[src/rtl/cpu_ctrl_unit_if.sv]
// Instruction handshake plus datapath control bundle between the instruction
// source / datapath (master) and the multi-cycle control unit (slave).
interface cpu_ctrl_unit_if #(
    parameter int unsigned NUM_REGS = 8,
    parameter int unsigned RA_W     = 3,
    parameter int unsigned OP_W     = 4,
    parameter int unsigned INSTR_W  = OP_W + 2 * RA_W
);
    logic [INSTR_W-1:0]  instr;
    logic                instr_valid;
    logic                instr_ready;
    logic                zero_flag;
    logic [NUM_REGS-1:0] rf_en;
    logic [NUM_REGS-1:0] rf_oe;
    logic                ext_oe;
    logic                a_en;
    logic                g_en;
    logic                g_oe;
    logic [1:0]          alu_sel;
    logic                br_take;
    logic [2*RA_W-1:0]   br_addr;
    logic                done;
    logic                err;

    modport master (
        output instr, instr_valid, zero_flag,
        input  instr_ready, rf_en, rf_oe, ext_oe, a_en, g_en, g_oe, alu_sel,
        input  br_take, br_addr, done, err
    );

    modport slave (
        input  instr, instr_valid, zero_flag,
        output instr_ready, rf_en, rf_oe, ext_oe, a_en, g_en, g_oe, alu_sel,
        output br_take, br_addr, done, err
    );
endinterface

[src/rtl/cpu_ctrl_unit.sv]
// Multi-cycle control unit for the shared-bus CPU: accepts one instruction per
// handshake and sequences register-file, A/G latch, ALU and branch controls.
module cpu_ctrl_unit #(
    parameter int unsigned NUM_REGS = 8,
    parameter int unsigned RA_W     = 3,
    parameter int unsigned OP_W     = 4,
    parameter int unsigned INSTR_W  = OP_W + 2 * RA_W
) (
    input logic            clk,
    input logic            rst,
    cpu_ctrl_unit_if.slave bus
);

    typedef enum logic [3:0] {
        StIdle, StLoad, StMove, StAlu1, StAlu2, StAlu3,
        StBr, StCall1, StCall2, StRet, StErr
    } state_e;

    localparam logic [NUM_REGS-1:0] RegOne = NUM_REGS'(1);
    localparam logic [NUM_REGS-1:0] RfLr   = RegOne << (NUM_REGS - 2);
    localparam logic [NUM_REGS-1:0] RfPc   = RegOne << (NUM_REGS - 1);

    state_e             state_q, state_d;
    logic [INSTR_W-1:0] ir_q, ir_d;
    logic               init_q, init_d;
    logic               instr_ready;

    logic [OP_W-1:0]     ir_op;
    logic [RA_W-1:0]     ir_x, ir_y;
    logic [NUM_REGS-1:0] rf_x, rf_y;
    logic                br_take;

    assign ir_op = ir_q[INSTR_W-1 -: OP_W];
    assign ir_x  = ir_q[2*RA_W-1 -: RA_W];
    assign ir_y  = ir_q[RA_W-1:0];
    assign rf_x  = RegOne << ir_x;
    assign rf_y  = RegOne << ir_y;

    // init_q holds ready low through the first cycle after reset release.
    assign instr_ready     = (state_q == StIdle) && init_q;
    assign bus.instr_ready = instr_ready;

    function automatic state_e decode(input logic [OP_W-1:0] op);
        case (op)
            OP_W'(0):                     return StLoad;
            OP_W'(1):                     return StMove;
            OP_W'(2), OP_W'(3),
            OP_W'(4), OP_W'(5):           return StAlu1;
            OP_W'(6), OP_W'(7):           return StBr;
            OP_W'(8):                     return StCall1;
            OP_W'(9):                     return StRet;
            default:                      return StErr;
        endcase
    endfunction

    always_ff @(posedge clk or negedge rst) begin
        if (!rst) begin
            state_q <= StIdle;
            ir_q    <= '0;
            init_q  <= 1'b0;
        end else begin
            state_q <= state_d;
            ir_q    <= ir_d;
            init_q  <= init_d;
        end
    end

    always_comb begin
        state_d = state_q;
        ir_d    = ir_q;
        init_d  = 1'b1;
        unique case (state_q)
            StIdle: begin
                if (bus.instr_valid && instr_ready) begin
                    ir_d    = bus.instr;
                    state_d = decode(bus.instr[INSTR_W-1 -: OP_W]);
                end
            end
            StAlu1:  state_d = StAlu2;
            StAlu2:  state_d = StAlu3;
            StCall1: state_d = StCall2;
            default: state_d = StIdle;
        endcase
    end

    always_comb begin
        bus.rf_en   = '0;
        bus.rf_oe   = '0;
        bus.ext_oe  = 1'b0;
        bus.a_en    = 1'b0;
        bus.g_en    = 1'b0;
        bus.g_oe    = 1'b0;
        bus.alu_sel = 2'b00;
        bus.done    = 1'b0;
        bus.err     = 1'b0;
        br_take     = 1'b0;
        unique case (state_q)
            StLoad: begin
                bus.ext_oe = 1'b1;
                bus.rf_en  = rf_x;
                bus.done   = 1'b1;
            end
            StMove: begin
                bus.rf_oe = rf_y;
                bus.rf_en = rf_x;
                bus.done  = 1'b1;
            end
            StAlu1: begin
                bus.rf_oe = rf_x;
                bus.a_en  = 1'b1;
            end
            StAlu2: begin
                bus.rf_oe = rf_y;
                bus.g_en  = 1'b1;
                case (ir_op)
                    OP_W'(3): bus.alu_sel = 2'b10;
                    OP_W'(4): bus.alu_sel = 2'b01;
                    OP_W'(5): bus.alu_sel = 2'b11;
                    default:  bus.alu_sel = 2'b00;
                endcase
            end
            StAlu3: begin
                bus.g_oe  = 1'b1;
                bus.rf_en = rf_x;
                bus.done  = 1'b1;
            end
            StBr: begin
                br_take  = (ir_op == OP_W'(6)) || bus.zero_flag;
                bus.done = 1'b1;
            end
            StCall1: begin
                bus.rf_oe = RfPc;
                bus.rf_en = RfLr;
            end
            StCall2: begin
                br_take  = 1'b1;
                bus.done = 1'b1;
            end
            StRet: begin
                bus.rf_oe = RfLr;
                bus.rf_en = RfPc;
                bus.done  = 1'b1;
            end
            StErr: begin
                bus.err  = 1'b1;
                bus.done = 1'b1;
            end
            default: ;
        endcase
        bus.br_take = br_take;
        bus.br_addr = br_take ? {ir_x, ir_y} : '0;
    end

endmodule
[src/flat_wrapper.sv]
// flat-port wrapper written by rule: the top's interface ports become plain ports
module cpu_ctrl_unit_flat 
#(
    parameter int unsigned NUM_REGS = 8,
    parameter int unsigned RA_W     = 3,
    parameter int unsigned OP_W     = 4,
    parameter int unsigned INSTR_W  = OP_W + 2 * RA_W
)
  (clk, rst, bus_instr, bus_instr_valid, bus_zero_flag, bus_instr_ready, bus_rf_en, bus_rf_oe, bus_ext_oe, bus_a_en, bus_g_en, bus_g_oe, bus_alu_sel, bus_br_take, bus_br_addr, bus_done, bus_err);
  cpu_ctrl_unit_if #(.NUM_REGS(NUM_REGS), .RA_W(RA_W), .OP_W(OP_W), .INSTR_W(INSTR_W)) bus_i ();
  input logic clk;
  input logic rst;
  input wire logic [$bits(bus_i.instr)-1:0] bus_instr;
  input wire logic [$bits(bus_i.instr_valid)-1:0] bus_instr_valid;
  input wire logic [$bits(bus_i.zero_flag)-1:0] bus_zero_flag;
  output wire logic [$bits(bus_i.instr_ready)-1:0] bus_instr_ready;
  output wire logic [$bits(bus_i.rf_en)-1:0] bus_rf_en;
  output wire logic [$bits(bus_i.rf_oe)-1:0] bus_rf_oe;
  output wire logic [$bits(bus_i.ext_oe)-1:0] bus_ext_oe;
  output wire logic [$bits(bus_i.a_en)-1:0] bus_a_en;
  output wire logic [$bits(bus_i.g_en)-1:0] bus_g_en;
  output wire logic [$bits(bus_i.g_oe)-1:0] bus_g_oe;
  output wire logic [$bits(bus_i.alu_sel)-1:0] bus_alu_sel;
  output wire logic [$bits(bus_i.br_take)-1:0] bus_br_take;
  output wire logic [$bits(bus_i.br_addr)-1:0] bus_br_addr;
  output wire logic [$bits(bus_i.done)-1:0] bus_done;
  output wire logic [$bits(bus_i.err)-1:0] bus_err;
  assign bus_i.instr = bus_instr;
  assign bus_i.instr_valid = bus_instr_valid;
  assign bus_i.zero_flag = bus_zero_flag;
  assign bus_instr_ready = bus_i.instr_ready;
  assign bus_rf_en = bus_i.rf_en;
  assign bus_rf_oe = bus_i.rf_oe;
  assign bus_ext_oe = bus_i.ext_oe;
  assign bus_a_en = bus_i.a_en;
  assign bus_g_en = bus_i.g_en;
  assign bus_g_oe = bus_i.g_oe;
  assign bus_alu_sel = bus_i.alu_sel;
  assign bus_br_take = bus_i.br_take;
  assign bus_br_addr = bus_i.br_addr;
  assign bus_done = bus_i.done;
  assign bus_err = bus_i.err;
  cpu_ctrl_unit #(.NUM_REGS(NUM_REGS), .RA_W(RA_W), .OP_W(OP_W), .INSTR_W(INSTR_W)) u_core (.clk(clk), .rst(rst), .bus(bus_i));
endmodule
[config.mk]
export PLATFORM = sky130hd
export DESIGN_NAME = cpu_ctrl_unit_flat
export DESIGN_NICKNAME = d
export VERILOG_FILES = /design/src/rtl/cpu_ctrl_unit_if.sv /design/src/rtl/cpu_ctrl_unit.sv /design/src/flat_wrapper.sv
export SDC_FILE = /design/constraint.sdc
export NUM_CORES = 1
export LEC_CHECK = 0
export ABC_AREA = 1
export CAP_MARGIN = 15
export CORE_MARGIN = 2
export CORE_UTILIZATION = 30
export CTS_CLUSTER_SIZE = 16
export DETAILED_ROUTE_END_ITERATION = 6
export DONT_BUFFER_PORTS = 1
export SLEW_MARGIN = 20
export SYNTH_ARGS = -nofsm -noshare
export SYNTH_HDL_FRONTEND = slang
export SYNTH_SLANG_ARGS = --single-unit
[constraint.sdc]
create_clock -name clk -period 1.6 [get_ports clk]
set_input_delay 0.16 -clock clk [delete_from_list [all_inputs] [get_ports clk]]
set_output_delay 0.16 -clock clk [all_outputs]
set_load 0.1 [all_outputs]
==> flow_metrics.env, run 1 <==
export IMPL_crit_fanout=7
export IMPL_gp_congestion=0.810
export IMPL_max_vdd_ir_drop_uv=1090
export IMPL_syn_avg_cell_area_sq_um=6.49
export IMPL_cts_max_path_buffers=2
export IMPL_relSlewSlack=0.578
export IMPL_violations="negative setup slack"
export IMPL_syn2layout_area_growth_pct=123
export IMPL_setup_slack_ns=-0.230
export IMPL_arrival_ns=1.67
export IMPL_port_buffers=0
export IMPL_synth_cell_types=21
export IMPL_yosys_warnings=0
export IMPL_grt_use_total=0.200
export IMPL_clk_latency_ns=0.28
export IMPL_crit_path_end_kind="output pin"
export IMPL_drcViolationCount=0
export IMPL_layout_min_cycle_time_ns=1.83
export IMPL_vias=1320
export IMPL_worst_pin_slew_ns=0.631
export IMPL_tns_ns=-4.51
export IMPL_fillCellCount=255
export IMPL_first_pass_iters=4
export IMPL_fin_crit_sh=1.14
export IMPL_cts_tree="built"
export IMPL_drtAntennaViolNets=0
export IMPL_hpwl_um=2680
export IMPL_grt_pass1_vias=1350
export IMPL_hp_class="input pin to flop"
export IMPL_die_w_um=63.2
export IMPL_total_power_uw=5170
export IMPL_cts_buffers=3
export IMPL_final_setup_viol_count=29
export IMPL_place_area_sq_mm=0.00195
export IMPL_dpl_worst_slack_ns=-0.0427
export IMPL_fin_nets=227
export IMPL_grt_overflow=0
export IMPL_vias_per_cell=5.12
export IMPL_layout_commonest_cell="nand2_1"
export IMPL_layout_common_cells="nand2_1 (37), buf_12 (31), nand3_1 (16), nor2_4 (14), dfrtp_1 (12)"
export IMPL_grt_setup_unrepaired="yes"
export IMPL_cp_required_ns=1.44
export IMPL_io_pin_count=46
export IMPL_clk_pin_slew_worst_paths_ns=0.08
export IMPL_fin_worst_skew_ns=0.00352
export IMPL_status="finished with violations"
export IMPL_dieArea_sq_mm=0.00399
export IMPL_path_class="flop to output pin"
export IMPL_drt_iter0_markers=39
export IMPL_htreeDepth=1
export IMPL_die_height_um=63.2
export IMPL_maxCapViolations=0
export IMPL_grt_pass1_wl_um=6300
export IMPL_n_antenna_cell=0
export IMPL_cts_sinks=15
export IMPL_max_stage_delay_ns=0.45
export IMPL_hold_violations=0
export IMPL_drive_gt1_frac=0.547
export IMPL_synth_fp_nets=176
export IMPL_wl_per_cell_um=15.2
export IMPL_synth_area_sq_mm=0.00105
export IMPL_wl_um=3920
export IMPL_synthCells=162
export IMPL_crit_chain="buf_4 -> nand2_2 -> nor2_4 -> nand2_8 -> a21oi_4 -> buf_12"
export IMPL_startpoint_type="flop"
export IMPL_design_area_sq_mm=0.00234
export IMPL_fmax_mhz=546
export IMPL_ys_seq_area_frac=0.357
export IMPL_power_density_mw_per_mm2=2210
export IMPL_antenna_found_initial=0
export IMPL_maxSlewViolCount=0
export IMPL_ys_seq_elements=15
export IMPL_total_leakage_power_uw=0.000935
export IMPL_num_rows=21
export IMPL_design_core_area_sq_mm=0.00336
export IMPL_cpMaxStageDelayCell="dfrtp_2"
export IMPL_holdWs_ns=0.00944
export IMPL_cts_root_buf="clkbuf_4"
export IMPL_grt_max_degree=16
export IMPL_start_util=0.312
-- cells in the mapped netlist --
cell type | count | share of area
a21oi_1 | 11 | 0.052
a31oi_1 | 1 | 0.0060
buf_2 | 1 | 0.0048
buf_4 | 1 | 0.0071
buf_6 | 1 | 0.011
conb_1 | 1 | 0.0036
dfrtp_1 | 15 | 0.36
inv_1 | 16 | 0.057
inv_2 | 1 | 0.0036
nand2_1 | 46 | 0.16
nand2_2 | 2 | 0.012
nand3_1 | 21 | 0.10
nand3_2 | 2 | 0.019
nor2_1 | 24 | 0.086
nor2_2 | 3 | 0.018
nor2_4 | 1 | 0.011
o21a_1 | 1 | 0.0071
o21ai_0 | 3 | 0.014
o21ai_1 | 2 | 0.0095
o21bai_1 | 3 | 0.021
o22ai_1 | 6 | 0.036
-- power breakdown --
part           total, uW  internal [uW]  leakage [uW]  switching [uW]
clock network        213           97.0     0.0000150             116
registers            789            544      0.000185             246
logic               4160           1460      0.000734            2710
-- layer usage --
layer  track usage  routed length [um]  vias up
met2         0.330                2140       52
li1              -                   -      630
met1         0.235                1380      628
met4         0.125                 117        0
met5             0                   0        -
met3        0.0429                 277       10
-- critical path, delay by kind of cell, from the launching register on --
kind | cells | cell delay, ns
AO/OA/AOI/OAI | 1 | 0.20
buffers and inverters | 2 | 0.34
flip-flops | 1 | 0.45
AND/OR/NAND/NOR | 3 | 0.38
-- timing repair --
action	4_1_cts	5_1_grt
cloned	1	0
hold buffers	3	0
resized for setup	29	27
pin swaps	14	11
setup buffers	4	6
hold endpoints to repair	16	0
setup endpoints to repair	27	40
-- cells by family (layout without fill, tap and decap cells) --
family          count (synthesis)  count (layout)  synth area share
flops                          15              15             0.357
buf+inv                        20              70            0.0833
simple gates                   99              99             0.410
compound gates                 27              27             0.146
other cells                     1               1           0.00357
-- registers in the layout, indices dropped and copies added (netlist names) --
signal / count
u_core.ir_q: 10
u_core.state_q: 4
u_core.init_q: 1
-- final timing paths --
path	from	to	slack [ns]	depth (start not counted)
max	u_core.state_q[2]$_DFFE_PN0P_	bus_br_addr[0]	-0.23	6
min	bus_instr[0]	u_core.ir_q[0]$_DFFE_PN0P_	0.009	2
max reg2reg	u_core.state_q[3]$_DFFE_PN0P_	u_core.ir_q[1]$_DFFE_PN0P_	0.02	9
min reg2reg	u_core.ir_q[8]$_DFFE_PN0P_	u_core.ir_q[8]$_DFFE_PN0P_	0.52	2
max in group asynchronous	rst	u_core.state_q[1]$_DFFE_PN0P_	0.83	1
min in group asynchronous	rst	u_core.ir_q[4]$_DFFE_PN0P_	0.33	1
-- area by class of cell --
cell class,count,area [sq um],area share
clock buffers,4,26.3,0.0112
inverters,17,75.1,0.0321
multi-input cells,127,998,0.427
flip-flops and latches,15,379,0.162
well taps,46,57.6,0.0246
repair buffers,49,803,0.343
-- metrics by stage --
stage                util  std cells
global placement    0.579        240
global route        0.696        258
finish              0.696        258
floorplan               -        162
CTS                 0.648        252
detailed placement  0.579        240
Note: power is estimated with default switching activity, not from simulation.
==> inputs of run 2 (changes only) <==
Settings changed: REMOVE_ABC_BUFFERS set to 1.
==> run 2 against run 1 <==
The flow still finishes with violations (negative setup slack). Sequential cell count did not move. Clock skew decreased by 0.0029 ns. First-iteration DRC count decreased by 5.1%. Die area is the same. Global-route usage down 2.6 points. Worst hold slack lost 0.0032 ns. Design area fell by 6.6%. Cell count is 1.9% lower. Clock-buffer cell count stayed put. Sequential share of layout area rose by 1.1 points. Fmax is 3.4% higher.
==> flow_metrics.env, run 2 (synthesis gave the netlist of run 1 again) <==
export IMPL_status="finished with violations"
export IMPL_violations="negative setup slack"
export IMPL_gp_congestion=0.781
export IMPL_syn2layout_area_growth_pct=108
export IMPL_swShare=0.608
export IMPL_drive_gt1_frac=0.527
export IMPL_grt_use_total=0.173
export IMPL_hp_class="input pin to flop"
export IMPL_start_util=0.312
export IMPL_crit_path_end_kind="output pin"
export IMPL_grt_setup_unrepaired="yes"
export IMPL_power_frac_clock=0.044
export IMPL_fin_util=0.650
export IMPL_grt_max_degree=16
export IMPL_dpl_worst_slack_ns=-0.0110
export IMPL_maxCapViolations=0
export IMPL_die_height_um=63.2
export IMPL_fin_nets=222
export IMPL_worst_pin_slew_ns=0.653
export IMPL_vias=1269
export IMPL_maxSlewViolCount=0
export IMPL_design_area_sq_mm=0.00219
export IMPL_layout_common_cells="nand2_1 (37), buf_12 (31), nand3_1 (19), dfrtp_1 (13), nor2_2 (10)"
export IMPL_grt_pass1_wl_um=5590
export IMPL_power_switching_uw=2900
export IMPL_io_pin_count=46
export IMPL_place_area_sq_mm=0.00185
export IMPL_hpwl_um=2490
export IMPL_clk_pin_slew_worst_paths_ns=0.08
export IMPL_hold_violations=0
export IMPL_stdcell_count=253
export IMPL_relSlewSlack=0.563
export IMPL_pwr_share_comb=0.790
export IMPL_n_antenna_cell=0
export IMPL_largest_register="u_core.ir_q"
export IMPL_first_pass_iters=4
export IMPL_largest_reg_flops=10
export IMPL_cts_root_buf="clkbuf_4"
export IMPL_arrival_ns=1.61
export IMPL_reg_top3="u_core.ir_q: 10 flops, u_core.state_q: 4 flops, u_core.init_q: 1 flops"
export IMPL_antenna_found_initial=0
export IMPL_fmax_mhz=565
export IMPL_layout_min_cycle_time_ns=1.77
export IMPL_num_rows=21
export IMPL_grt_overflow=0
export IMPL_wl_per_cell_um=14.3
export IMPL_cts_tree="built"
export IMPL_port_buffers=0
export IMPL_cts_sinks=15
export IMPL_drtAntennaViolNets=0
export IMPL_dp_cells=242
export IMPL_fin_crit_sh=1.11
export IMPL_layout_commonest_cell="nand2_1"
export IMPL_die_w_um=63.2
export IMPL_wl_um=3610
export IMPL_drcViolationCount=0
export IMPL_design_core_area_sq_mm=0.00336
export IMPL_grt_pass1_vias=1223
export IMPL_path_class="flop to output pin"
export IMPL_fillCellCount=278
export IMPL_power_density_mw_per_mm2=2190
export IMPL_max_vdd_ir_drop_uv=1340
export IMPL_total_leakage_power_uw=0.000892
export IMPL_internal_power_uw=1870
export IMPL_vias_per_cell=5.02
export IMPL_setup_slack_ns=-0.170
export IMPL_htreeDepth=1
export IMPL_cp_required_ns=1.44
export IMPL_cts_max_path_buffers=2
export IMPL_dieArea_sq_mm=0.00399
export IMPL_drt_iter0_markers=37
export IMPL_clk_latency_ns=0.28
export IMPL_cts_buffers=3
export IMPL_crit_fanout=7
export IMPL_startpoint_type="flop"
export IMPL_final_setup_viol_count=28
export IMPL_p_seq_frac=0.166
export IMPL_fin_worst_skew_ns=0.000578
## run 2: layer usage
| layer | vias up | GRT usage | routed length, um |
|---|---|---|---|
| met1 | 593 | 0.219 | 1440 |
| met4 | 0 | 0.0679 | 53 |
| met3 | 5 | 0.0411 | 231 |
| met5 | - | 0 | 0 |
| li1 | 618 | - | - |
| met2 | 53 | 0.285 | 1890 |
## run 2: final cells by class
| type | instances | area (sq um) | area share |
|---|---|---|---|
| tap | 46 | 57.6 | 0.0263 |
| sequential | 15 | 378 | 0.173 |
| multi-input combinational | 127 | 916 | 0.419 |
| clock buffer | 4 | 26.3 | 0.0120 |
| inverter | 17 | 68.8 | 0.0315 |
| timing repair buffer | 44 | 739 | 0.338 |
## run 2: power groups by stage
stage / clock, uW / combinational [uW] / sequential, uW
6_report: 210 / 3770 / 792
5_1_grt: 235 / 3970 / 815
4_1_cts: 217 / 3570 / 737
3_5_place_dp: 0 / 3240 / 727
3_3_place_gp: 0 / 3220 / 719
2_1_floorplan: 0 / 2020 / 682
## run 2: worst paths after layout
kind | startpoint | endpoint | slack, ns | depth (start not counted)
max in group asynchronous | rst | u_core.state_q[0]$_DFFE_PN0P_ | 0.80 | 1
min in group asynchronous | rst | u_core.ir_q[8]$_DFFE_PN0P_ | 0.34 | 1
worst max register to register | u_core.state_q[2]$_DFFE_PN0P_ | u_core.state_q[2]$_DFFE_PN0P_ | 0.08 | 8
worst min-delay path | bus_instr[9] | u_core.ir_q[9]$_DFFE_PN0P_ | 0.006 | 2
worst min register to register | u_core.ir_q[1]$_DFFE_PN0P_ | u_core.ir_q[1]$_DFFE_PN0P_ | 0.55 | 2
worst max-delay path | u_core.state_q[2]$_DFFE_PN0P_ | bus_rf_oe[6] | -0.17 | 8
## run 2: stage by stage
stage	setup TNS [ns]	hold WS, ns	total power [uW]
2_1_floorplan	-27.51	-0.136	2700
3_3_place_gp	0	-0.135	3940
3_5_place_dp	-0.0189	-0.135	3970
4_1_cts	-3.14	0.00211	4520
5_1_grt	-5.66	0.00539	5020
6_report	-3.45	0.00626	4780
## run 2: repair_timing
item / in CTS / in global routing
endpoints found under the hold margin: 15 / 0
hold buffers: 1 / 0
pin swaps: 6 / 10
buffers inserted: 3 / 3
gates cloned: 0 / 0
setup endpoints to repair: 26 / 29
gates resized for setup: 39 / 24
## run 2: worst max-delay path, stage by stage (launching register included)
cell and delay (ns):
dfrtp_1 0.46, inv_2 0.12, nand2_2 0.09, nor2_4 0.15
inv_6 0.09, nor2_1 0.09, nor2_1 0.05, nand2_1 0.10
buf_12 0.18
